## config.mk

```make
export PLATFORM = sky130hd
export DESIGN_NAME = imm_gen_stage
export DESIGN_NICKNAME = d
export VERILOG_FILES = /design/src/rtl/imm_gen_stage.sv
export SDC_FILE = /design/constraint.sdc
export NUM_CORES = 1
export LEC_CHECK = 0
export BUFFER_PORTS_ARGS = -buffer_cell sky130_fd_sc_hd__buf_4
export CORE_MARGIN = 1
export CORE_UTILIZATION = 43
export CTS_BUF_LIST = sky130_fd_sc_hd__clkbuf_2 sky130_fd_sc_hd__clkbuf_4 sky130_fd_sc_hd__clkbuf_8
export DETAILED_ROUTE_END_ITERATION = 8
export PLACE_DENSITY = 0.76
export SYNTH_ARGS = -nofsm -noshare
export SYNTH_HDL_FRONTEND = slang
export SYNTH_SLANG_ARGS = --single-unit
```

## constraint.sdc

```tcl
create_clock -name clk -period 2.1 [get_ports clk]
set_input_delay 0.105 -clock clk [delete_from_list [all_inputs] [get_ports clk]]
set_output_delay 0.105 -clock clk [all_outputs]
set_load 0.01 [all_outputs]
```

## src/rtl/imm_gen_stage.sv

```systemverilog
// rtl/imm_gen_stage.sv - registered RV32IM immediate generator behind a 2-entry skid buffer
module imm_gen_stage #(
  parameter int PC_W = 32
) (
  input  logic            clk,
  input  logic            rst,
  input  logic            flush,
  input  logic            in_valid,
  output logic            in_ready,
  input  logic [31:0]     in_ins,
  input  logic [PC_W-1:0] in_pc,
  output logic            out_valid,
  input  logic            out_ready,
  output logic [31:0]     out_ins,
  output logic [PC_W-1:0] out_pc,
  output logic [31:0]     out_imm,
  output logic [2:0]      out_fmt,
  output logic            out_illegal
);

  typedef enum logic [1:0] {EMPTY, ONE, FULL} state_t;

  typedef struct packed {
    logic [31:0]     ins;
    logic [PC_W-1:0] pc;
    logic [31:0]     imm;
    logic [2:0]      fmt;
    logic            illegal;
  } entry_t;

  localparam logic [2:0] FMT_R = 3'd0;
  localparam logic [2:0] FMT_I = 3'd1;
  localparam logic [2:0] FMT_S = 3'd2;
  localparam logic [2:0] FMT_B = 3'd3;
  localparam logic [2:0] FMT_U = 3'd4;
  localparam logic [2:0] FMT_J = 3'd5;
  localparam logic [2:0] FMT_X = 3'd7;

  state_t state_q, state_d;
  entry_t main_q, main_d;
  entry_t skid_q, skid_d;
  logic   out_valid_q, out_valid_d;
  logic   in_ready_q, in_ready_d;
  entry_t new_e;
  logic   accept;
  logic   pop;

  // Decode happens on the incoming word so the stored entry is already complete.
  always_comb begin
    new_e         = '0;
    new_e.ins     = in_ins;
    new_e.pc      = in_pc;
    case (in_ins[6:0])
      7'b0110011: begin
        new_e.fmt = FMT_R;
        new_e.imm = 32'd0;
      end
      7'b0010011, 7'b0000011, 7'b1100111, 7'b1110011: begin
        new_e.fmt = FMT_I;
        new_e.imm = {{20{in_ins[31]}}, in_ins[31:20]};
      end
      7'b0100011: begin
        new_e.fmt = FMT_S;
        new_e.imm = {{20{in_ins[31]}}, in_ins[31:25], in_ins[11:7]};
      end
      7'b1100011: begin
        new_e.fmt = FMT_B;
        new_e.imm = {{19{in_ins[31]}}, in_ins[31], in_ins[7], in_ins[30:25],
                     in_ins[11:8], 1'b0};
      end
      7'b0110111, 7'b0010111: begin
        new_e.fmt = FMT_U;
        new_e.imm = {in_ins[31:12], 12'b0};
      end
      7'b1101111: begin
        new_e.fmt = FMT_J;
        new_e.imm = {{11{in_ins[31]}}, in_ins[31], in_ins[19:12], in_ins[20],
                     in_ins[30:21], 1'b0};
      end
      default: begin
        new_e.fmt     = FMT_X;
        new_e.illegal = 1'b1;
        new_e.imm     = 32'd0;
      end
    endcase
  end

  assign accept = in_valid && in_ready_q;
  assign pop    = out_valid_q && out_ready;

  always_comb begin
    state_d     = state_q;
    main_d      = main_q;
    skid_d      = skid_q;
    out_valid_d = out_valid_q;
    in_ready_d  = in_ready_q;
    if (flush) begin
      // Redirect: drop both entries and whatever is being offered this cycle.
      state_d     = EMPTY;
      out_valid_d = 1'b0;
      in_ready_d  = 1'b1;
      skid_d      = '0;
    end else begin
      case (state_q)
        EMPTY: begin
          if (accept) begin
            main_d      = new_e;
            out_valid_d = 1'b1;
            state_d     = ONE;
          end
        end
        ONE: begin
          if (accept && pop) begin
            main_d = new_e;
          end else if (accept) begin
            skid_d     = new_e;
            in_ready_d = 1'b0;
            state_d    = FULL;
          end else if (pop) begin
            out_valid_d = 1'b0;
            state_d     = EMPTY;
          end
        end
        FULL: begin
          if (pop) begin
            main_d     = skid_q;
            in_ready_d = 1'b1;
            state_d    = ONE;
          end
        end
        default: begin
          state_d     = EMPTY;
          out_valid_d = 1'b0;
          in_ready_d  = 1'b1;
        end
      endcase
    end
  end

  always_ff @(posedge clk) begin
    if (rst) begin
      state_q     <= EMPTY;
      main_q      <= '0;
      skid_q      <= '0;
      out_valid_q <= 1'b0;
      in_ready_q  <= 1'b1;
    end else begin
      state_q     <= state_d;
      main_q      <= main_d;
      skid_q      <= skid_d;
      out_valid_q <= out_valid_d;
      in_ready_q  <= in_ready_d;
    end
  end

  assign in_ready    = in_ready_q;
  assign out_valid   = out_valid_q;
  assign out_ins     = main_q.ins;
  assign out_pc      = main_q.pc;
  assign out_imm     = main_q.imm;
  assign out_fmt     = main_q.fmt;
  assign out_illegal = main_q.illegal;

endmodule

```

# After elaboration in Yosys (flattened, before gate mapping)
# Index checks and enable logic that the tools add are counted.
# totals
wordCells	72
in_bits	69
ff_bits	204
output_inout_bits	102
# op_classes
bitwise	4
n_mux	21
n_eq_ne	20
reduce_logical	14
# ops
cell	n
2-to-1 mux 100 bit	3
case mux 100 bit (3 select lines)	1
case mux 35 bit (6 select lines)	1
== test 7 bit, second input constant	4
== test 7 x 6 -> 1 bit, second input constant	3
== test 7 x 5 -> 1 bit, second input constant	2
inequality test 2 bit, second input constant	7
2-to-1 mux 2 bit	5
AND reduction 5 bit	2
OR reduction 10 bit	1
2-to-1 mux 1 bit	8
AND reduction 4 bit	2
== test 7 x 2 -> 1 bit, second input constant	1
case mux 1 bit (3 select lines)	2
case mux 2 bit (3 select lines)	1
inverter 1 bit	4
OR reduction 2 bit	2
OR reduction 4 bit	1
logical AND 1 bit	3
inequality test 3 bit, second input constant	1
AND reduction 3 bit	1
nonzero test 3 bit	1
== test 2 x 1 -> 1 bit, second input constant	1
== test 2 bit, second input constant	1
logical NOT 2 bit	1

# Logic depth before layout (Yosys ltp)
# Gate-level depths: netlist of run 1.
# logic_depth
word_depth	5
depth_mapped	9
mapped_depth_nobuf	5

# Least setup slack after synthesis of run 1
# No wires, ideal clock.
# synth_path
path_type	reg2reg
from	reg out_valid_q, in the netlist out_valid
to	reg main_q (netlist bit out_imm[24])
synth_period_minus_slack_ns	1.712
path_stages_with_launch	8
arrival_ns	1.611
setup_time_ns	0.100
t_required_ns	2.000
setup_slack_ns	0.388
path_buffers	2
cell_sequence	dfxtp_1 nand4_1 o211ai_1 nor2b_1 buf_2 buf_2 nor2_1 a2111oi_4
# synth_via
elab_chain_cells	4
word_cells_on_any_way	5
classes_between	eq/ne (2); reduce/logical (3)
# synth_rtl
item	line	text
start: declaration	42	logic out_valid_q, out_valid_d;
start signal: assignment	151	out_valid_q <= out_valid_d;
logical AND 1 bit (*)	89	assign pop = out_valid_q && out_ready;
logical AND 1 bit	113	if (accept && pop) begin
inequality test 2 bit (no source line)	-	
AND reduction 5 bit (no source line) (*)	-	
end signal: assignment	149	main_q <= main_d;
end: declaration	40	entry_t main_q, main_d;
# Every way passes the cells marked *; elsewhere a longest branch is shown, timed or not.
# A chain may end at the register's enable or synchronous reset.

# Final worst setup path of run 1
# layout_path
from	reg state_q[1]
to	reg main_q (netlist bit out_imm[19])
# layout_via
elab_chain_cells	3
word_cells_on_any_way	9
classes_between	eq/ne (5); mux (1); reduce/logical (3)
# layout_rtl
item	line	text
start: declaration	39	state_t state_q, state_d;
start signal: assignment	148	state_q <= state_d;
== test 2 x 1 -> 1 bit, or another cell as far along	104	case (state_q)
inequality test 2 bit (no source line) / nonzero test 3 bit (equally long branches)	-	
AND reduction 5 bit (no source line)	-	
# Parallel ways exist; a longest one is shown, timed or not.

==> results by group, run 1 <==
GRT
  – Number of global-route vias before repair: between 7000 and 8000
  – Met3 demand-to-capacity share in global routing: under 10%
  – Total gr overflow: 0
  – Antenna violations before repair: 0
  – Largest net degree at the start of global routing: approximately 80
  – Global-route wire length before repair: about 38000 um
  – Layer carrying the most global-route usage: met2
  – Routing usage on met2: approximately 39%
  – GRT Resource Usage Total: between 20% and 30%
  – Met1 layer usage reported by global route: between 30% and 40%

Synth
  – Dominant cell by count in the synthesized netlist: nand2_1
  – Post-synthesis net count: around 1100
  – Synth area leaders: dfxtp_1 47%, nand2_1 13%, a311oi_1 6.5%
  – Number of different library cells in the post-synthesis netlist: 57
  – Number of register bits inferred by synthesis: approximately 200
  – Synth top area share: a little under half
  – Cell count after synthesis: between 1000 and 1500
  – Netlist area before placement: between 0.008 and 0.009 mm^2
  – Commonest register cell after synthesis: dfxtp_1
  – Share of async-settable or async-resettable flops after synthesis: 0%
  – Library cell with the largest summed area after synthesis: dfxtp_1
  – Commonest cells in the netlist: 295 x nand2_1, 204 x dfxtp_1, 114 x nor2_1, 92 x a21oi_1, 64 x a311oi_1
  – Syn. warnings: 0
  – Post-Syn Area per Cell: about 8.3 um^2
  – Sequential cell area fraction in the yosys report: 47.1%
  – Number of synthesized flops with an enable pin: 0

Timing
  – Post-route clock period utilization: roughly 93%
  – Fmax achieved: a little over 500 MHz
  – Max Clock Skew: around 32 ps
  – Setup violators final: 0
  – Fin worst setup slack: between 100 and 150 ps
  – Slew Limit Headroom: between 30% and 40%
  – Setup repair after global routing missed its margin: false
  – Final Hold Viols: 0
  – Period minus WS final: 1950 ps
  – Accumulated negative setup slack: 0 ps
  – Number of pins exceeding their max-slew limit in the final report: 0
  – Transition time at the pin with the least slew margin: around 1000 ps

Placement
  – Final weighted congestion in routability-driven placement: between 0.8 and 0.9
  – DP Cell Count: ~1400
  – Count of buffers inserted at the top-level ports: 170
  – HPWL reported at the end of detailed placement: around 15000 um
  – Post-placement worst setup slack: approximately 140 ps

Min path
  – Worst min path class: in2reg
  – Worst hold start: in_pc[5]

Floorplanning
  – Floorplan row count: a little over 50
  – Vert. Die Dim: 144 um
  – Core Region: a little under 0.02 mm^2
  – Number of top-level design ports: between 150 and 200
  – Die span in x: roughly 140 um
  – Starting utilization of the core area: between 40% and 50%
  – Die Outline Area: 0.0207 mm^2

Power
  – Leak Pwr: roughly 4.5 nW
  – Total power density per cell area: ~800 mW/mm^2
  – Maximum VDD drop: slightly below 0.0005 V
  – Overall Power: 9.31 mW

Setup path
  – Crit Reg-Reg Startpoint: state_q[1]
  – Crit path required time: 2480 ps
  – Cell Chain, Critical Path: buf_4, o211ai_1, nor2b_4, buf_4, clkbuf_16, mux2i_1, a211oi_2
  – Crit path buffers/inverters: 3
  – Cell repeated most along the worst path: buf_4
  – Kind of cell adding the most delay to the critical path: buffers and inverters
  – Worst setup path startpoint: state_q[1]
  – Worst path slowest cell: dfxtp_1
  – Max stage delay on crit path: around 360 ps
  – Critical Path Sink Type: flip-flop
  – Worst endpoint data arrival time: 2330 ps
  – Crit path kind: reg2reg
  – Crit Path Max Fanout: 23
  – Kind of launch point of the worst setup path: flip-flop

Layout
  – Count of nets after finishing: around 1300
  – Share of post-route cells with drive strength above 1: about a quarter
  – Fill cell instance count of the final layout: about 1700
  – Final instance count without filler cells: approximately 1500
  – Final antenna diode count: 0
  – Area added between synthesis and finish: 34.6%
  – Core utilization of the finished layout: roughly three fifths

Clock network
  – Max clock buf depth: 3
  – Number of H-tree levels: 2
  – Number of buffers added by the clock tree synthesis step: 36
  – Clock root cell: clkbuf_8
  – Later-pin clock latency in the skew report: 520 ps
  – Clock tree from TritonCTS: built
  – CTS clk-pin slew, worst paths: 60 ps
  – Sinks on the clock net: 204

Detailed routing
  – Starting DRC count in detailed routing: about 670
  – Vias per inst: around 5.4
  – Count of TritonRoute iterations in the first routing pass: 6
  – Final ANT Viol Nets: 0
  – DRC violations left: 0
  – Count of vias placed by the detailed router: between 8000 and 9000
  – Wirelength, routed: between 20000 and 30000 um
  – Detail-routed net length per standard cell: 16.5 um

Job
  – Max-capacitance violation count: 0

Run status
  – Result of the run: complete, no violations
[cell type report]
class,count,area (um^2),area share [%]
clock buffer,54,668,5.73
clock inverter,8,96.3,0.826
inverter,2,7.51,0.0644
multi-input combinational,740,4140,35.5
sequential,204,4080,35.0
tap,265,332,2.84
timing repair buffer,269,2340,20.0
[tightest hold or removal path, stage by stage]
cell and delay [ps]:
dlygate4sd3_1 520, buf_4 100, nand2_1 40, a21oi_1 100
[registers in the layout (all words and copies together) (netlist names)]
register / flops
out_imm: 32
state_q: 2
skid_q: 100
in_ready: 1
out_fmt: 3
out_pc: 32
out_ins: 32
out_valid: 1
out_illegal: 1
[cell usage in the layout, fill, tap and decap left out, types with 11 or more instances in the layout]
cell type      synthesis  layout
a21oi_1               92      92
a221oi_1              15      15
a311oi_1              64      64
buf_4                  2     190
clkbuf_4               0      12
clkbuf_8               0      42
dfxtp_1              204     204
dlygate4sd3_1          0      68
mux2i_1               11      11
nand2_1              295     295
nand2b_1              12      11
nor2_1               114     114
o21ai_0               26      26
[where the power goes]
part / switching (mW) / total (mW) / internal, mW / leakage (nW)
Clock: 1.63 / 3.91 / 2.28 / 0.406
Sequential: 0.101 / 4.14 / 4.04 / 1.66
Combinational: 0.664 / 1.27 / 0.603 / 2.42
[final timing paths]
| path | to | slack (ps) | depth (start not counted) |
|---|---|---|---|
| min | skid_q[41] | 410 | 4 |
| min reg2reg | skid_q[39] | 450 | 2 |
| max | out_imm[19] | 150 | 7 |
| max reg2reg | out_imm[19] | 150 | 7 |
[logic make-up (layout without fill, tap and decap cells)]
group                     after synthesis  in the layout  synth area share (%)
AOI/OAI and AO/OA                     256            256                  23.3
buffers and inverters                  98            333                  5.62
and+or+nand+nor                       472            472                  22.6
muxes                                  11             11                  1.27
xor gates and xnor gates                1              1                 0.101
DFF                                   204            204                  47.1
[per-layer routing]
| layer | part of all wire, % | vias up |
|---|---|---|
| met1 | 43 | 3947 |
| met5 | 0 | - |
| met4 | 2.4 | 0 |
| met2 | 48 | 302 |
| li1 | - | 4054 |
| met3 | 6.6 | 50 |
[through the flow]
| stage | cell area, um^2 | hold slack, ps |
|---|---|---|
| after CTS | 11600 | 383 |
| after global routing | 11700 | 403 |
| after global placement | 10200 | 362 |
| after floorplan | 8660 | 241 |
| after detailed placement | 10200 | 371 |
| final | 11700 | 406 |
[repair_timing]
item                                   in CTS  in global routing
setup endpoints to repair                   0                  2
hold buffers                               68                  0
gates resized for setup                     0                  0
buffers inserted                            0                  1
endpoints found under the hold margin     182                  0
Power figures use the tool's default switching activity.
==> inputs of run 2 (changes only) <==
Settings changed: GPL_TIMING_DRIVEN set to 0, REMOVE_ABC_BUFFERS set to 1.
==> run 2 against run 1 <==
Net effect: routed wire length increased by 5.3%; sequential power about the same; first-iteration DRC count decreased by 32%; sequential share of layout area decreased by 0.47 points; maximum frequency decreased by 1.8%; flip-flop and latch count unchanged; cell count increased by 0.13%; core utilization increased by 0.96 points; via count increased by 1.6%; critical path type unchanged.
==> results by group, run 2 (same netlist as run 1, synthesis figures left out) <==
Clock network
  – Later-pin clock latency in the skew report: 500 ps (-20 ps)
  – Max clock buf depth: 3 (unchanged)
  – CTS clk-pin slew, worst paths: 60 ps (about the same)
  – Sinks on the clock net: 204 (unchanged)
  – Number of buffers added by the clock tree synthesis step: 36 (unchanged)
  – Clock tree from TritonCTS: built
  – Number of H-tree levels: 2 (unchanged)
  – Clock root cell: clkbuf_8

Floorplanning
  – Die span in x: 144 um (unchanged)
  – Number of top-level design ports: 171 (unchanged)
  – Starting utilization of the core area: 44.2% (unchanged)
  – Vert. Die Dim: 144 um (unchanged)
  – Core Region: 0.0196 mm^2 (unchanged)
  – Die Outline Area: 0.0207 mm^2 (unchanged)
  – Floorplan row count: 51 (unchanged)

Placement
  – Post-placement worst setup slack: -1170 ps (-1310 ps)
  – HPWL reported at the end of detailed placement: 14000 um (-8.4%)
  – Final weighted congestion in routability-driven placement: 0.788 (-1.9%)
  – Post-detailed-placement cell area: 0.0101 mm^2 (-0.53%)
  – Count of buffers inserted at the top-level ports: 170 (unchanged)
  – DP Cell Count: 1393 (-1.1%)

Layout
  – Final antenna diode count: 0 (unchanged)
  – Flip-flop count of the largest register, all copies and words added: 100 (unchanged)
  – Share of post-route cells with drive strength above 1: 24.7% (+1.1 points)
  – Commonest cells after routing, fill and taps aside: 295 x nand2_1, 200 x dfxtp_1, 182 x buf_4
  – Most common cell after layout, fill and taps aside: nand2_1
  – Final Cell Area: 0.0119 mm^2 (+1.6%)
  – Area added between synthesis and finish: 36.8%
  – Fill cell instance count of the final layout: 1742 (+1.2%)
  – Count of nets after finishing: 1324 (+0.15%)
  – Final instance count without filler cells: 1544 (+0.13%)
  – Register with the most flip-flops: skid_q

Setup path
  – Cell Chain, Critical Path: nand2_1, nor2_4, and3_4, buf_16, nand3_1, o221a_2
  – Critical Path Sink Type: flip-flop
  – Worst endpoint data arrival time: 2380 ps (+50 ps)
  – Max stage delay on crit path: 410 ps (+50 ps)
  – Worst path slowest cell: and3_4
  – Crit path kind: reg2reg
  – Crit path required time: 2500 ps (+20 ps)
  – Crit Path Max Fanout: 38 (+65%)
  – Kind of launch point of the worst setup path: flip-flop
  – Crit path buffers/inverters: 1 (-2)
  – Kind of cell adding the most delay to the critical path: simple AND/OR/NAND/NOR gates

GRT
  – Global-route wire length before repair: 40000 um (+4.1%)
  – GRT Resource Usage Total: 24.5% (+1.1 points)
  – Number of global-route vias before repair: 7970 (+3.9%)
  – Antenna violations before repair: 0 (unchanged)
  – Largest net degree at the start of global routing: 108 (+38%)
  – Total gr overflow: 0 (unchanged)

Power
  – Leak Pwr: 4.55 nW (+1.3%)
  – Total power density per cell area: 777 mW/mm^2 (-2.8%)
  – Maximum VDD drop: 0.000578 V (+17%)
  – Overall Power: 9.20 mW (-1.2%)

Job
  – Max-capacitance violation count: 0 (unchanged)

Detailed routing
  – Count of TritonRoute iterations in the first routing pass: 5 (-1)
  – DRC violations left: 0 (unchanged)
  – Starting DRC count in detailed routing: 458 (-32%)
  – Vias per inst: 5.50 (+1.5%)
  – Count of vias placed by the detailed router: 8487 (+1.6%)
  – Wirelength, routed: 26700 um (+5.3%)
  – Final ANT Viol Nets: 0 (unchanged)
  – Detail-routed net length per standard cell: 17.3 um (+5.2%)

Min path
  – Worst min path class: in2reg

Timing
  – Slew Limit Headroom: 52.3% (+20 points)
  – Post-route clock period utilization: 94.6% (+1.7 points)
  – Final Hold Viols: 0 (unchanged)
  – Fin worst setup slack: 114 ps (-35.9 ps)
  – Accumulated negative setup slack: 0 ps (unchanged)
  – Transition time at the pin with the least slew margin: 715 ps (-300 ps)
  – Period minus WS final: 1990 ps (+35.9 ps)
  – Max Clock Skew: 8.35 ps (-23.4 ps)
  – Setup violators final: 0 (unchanged)
  – Fmax achieved: 504 MHz (-1.8%)
  – Number of pins exceeding their max-slew limit in the final report: 0 (unchanged)

Run status
  – Result of the run: complete, no violations
-- run 2: changes by cell type in the layout (fill, tap and decap cells not counted), moves of 3 or more --
cell,delta
buf_12,-4
clkbuf_4,+4
buf_16,+7
buf_4,-8
nor2_1,-3
dfxtp_1,-4
-- run 2: path summary, 6_finish.rpt --
path | slack, ps | end | from | cells after the start
setup / recovery | 110 | skid_q[2] | in_ready | 6
hold / removal | 130 | skid_q[2] | in_ins[4] | 3
setup reg to reg | 110 | skid_q[2] | in_ready | 6
hold reg to reg | 450 | skid_q[11] | skid_q[11] | 2
-- run 2: power breakdown --
part           internal (mW)  switching (mW)
logic                  0.640           0.691
clock network           2.16            1.58
registers               4.04          0.0943
total                   6.84            2.36
-- run 2: metrics by stage --
step	utilization (%)	hold WS, ps
final	60.5	126
after global routing	60.5	124
after CTS	59.6	85.3
after detailed placement	51.6	373
after global placement	50.0	365
after floorplan	-	169
-- run 2: tightest hold or removal path: cells and delay by family --
| family | cells | cell delay, ps |
|---|---|---|
| simple gates | 1 | 100 |
| compound gates | 1 | 220 |
| buf+inv | 1 | 160 |
-- run 2: repair_timing --
action | 4_1_cts | 5_1_grt
setup buffers | 5 | 8
pin swaps | 4 | 2
hold buffers | 67 | 0
endpoints found under the hold margin | 186 | 0
cloned | 4 | 4
setup endpoints to repair | 109 | 51
resized for setup | 13 | 4
-- run 2: routing by layer --
metal  vias to the layer above  wire (um)  track usage, %  part of all wire (%)
met5                         -          0               0                     0
met4                         0        775            10.3                   2.9
met3                        66       1770            5.10                   6.6
met2                       291      12600            40.9                    47
met1                      4059      11600            30.5                    43
li1                       4071          -               -                     -
-- run 2: cell type report --
cell class	instances	area [um^2]	share of cell area [%]
Multi-Input combinational cell	744	4210	35.6
Clock inverter	2	10.0	0.0845
Sequential cell	204	4090	34.5
Clock buffer	60	726	6.12
Timing Repair Buffer	267	2470	20.8
Inverter	2	7.51	0.0634
Tap cell	265	332	2.80
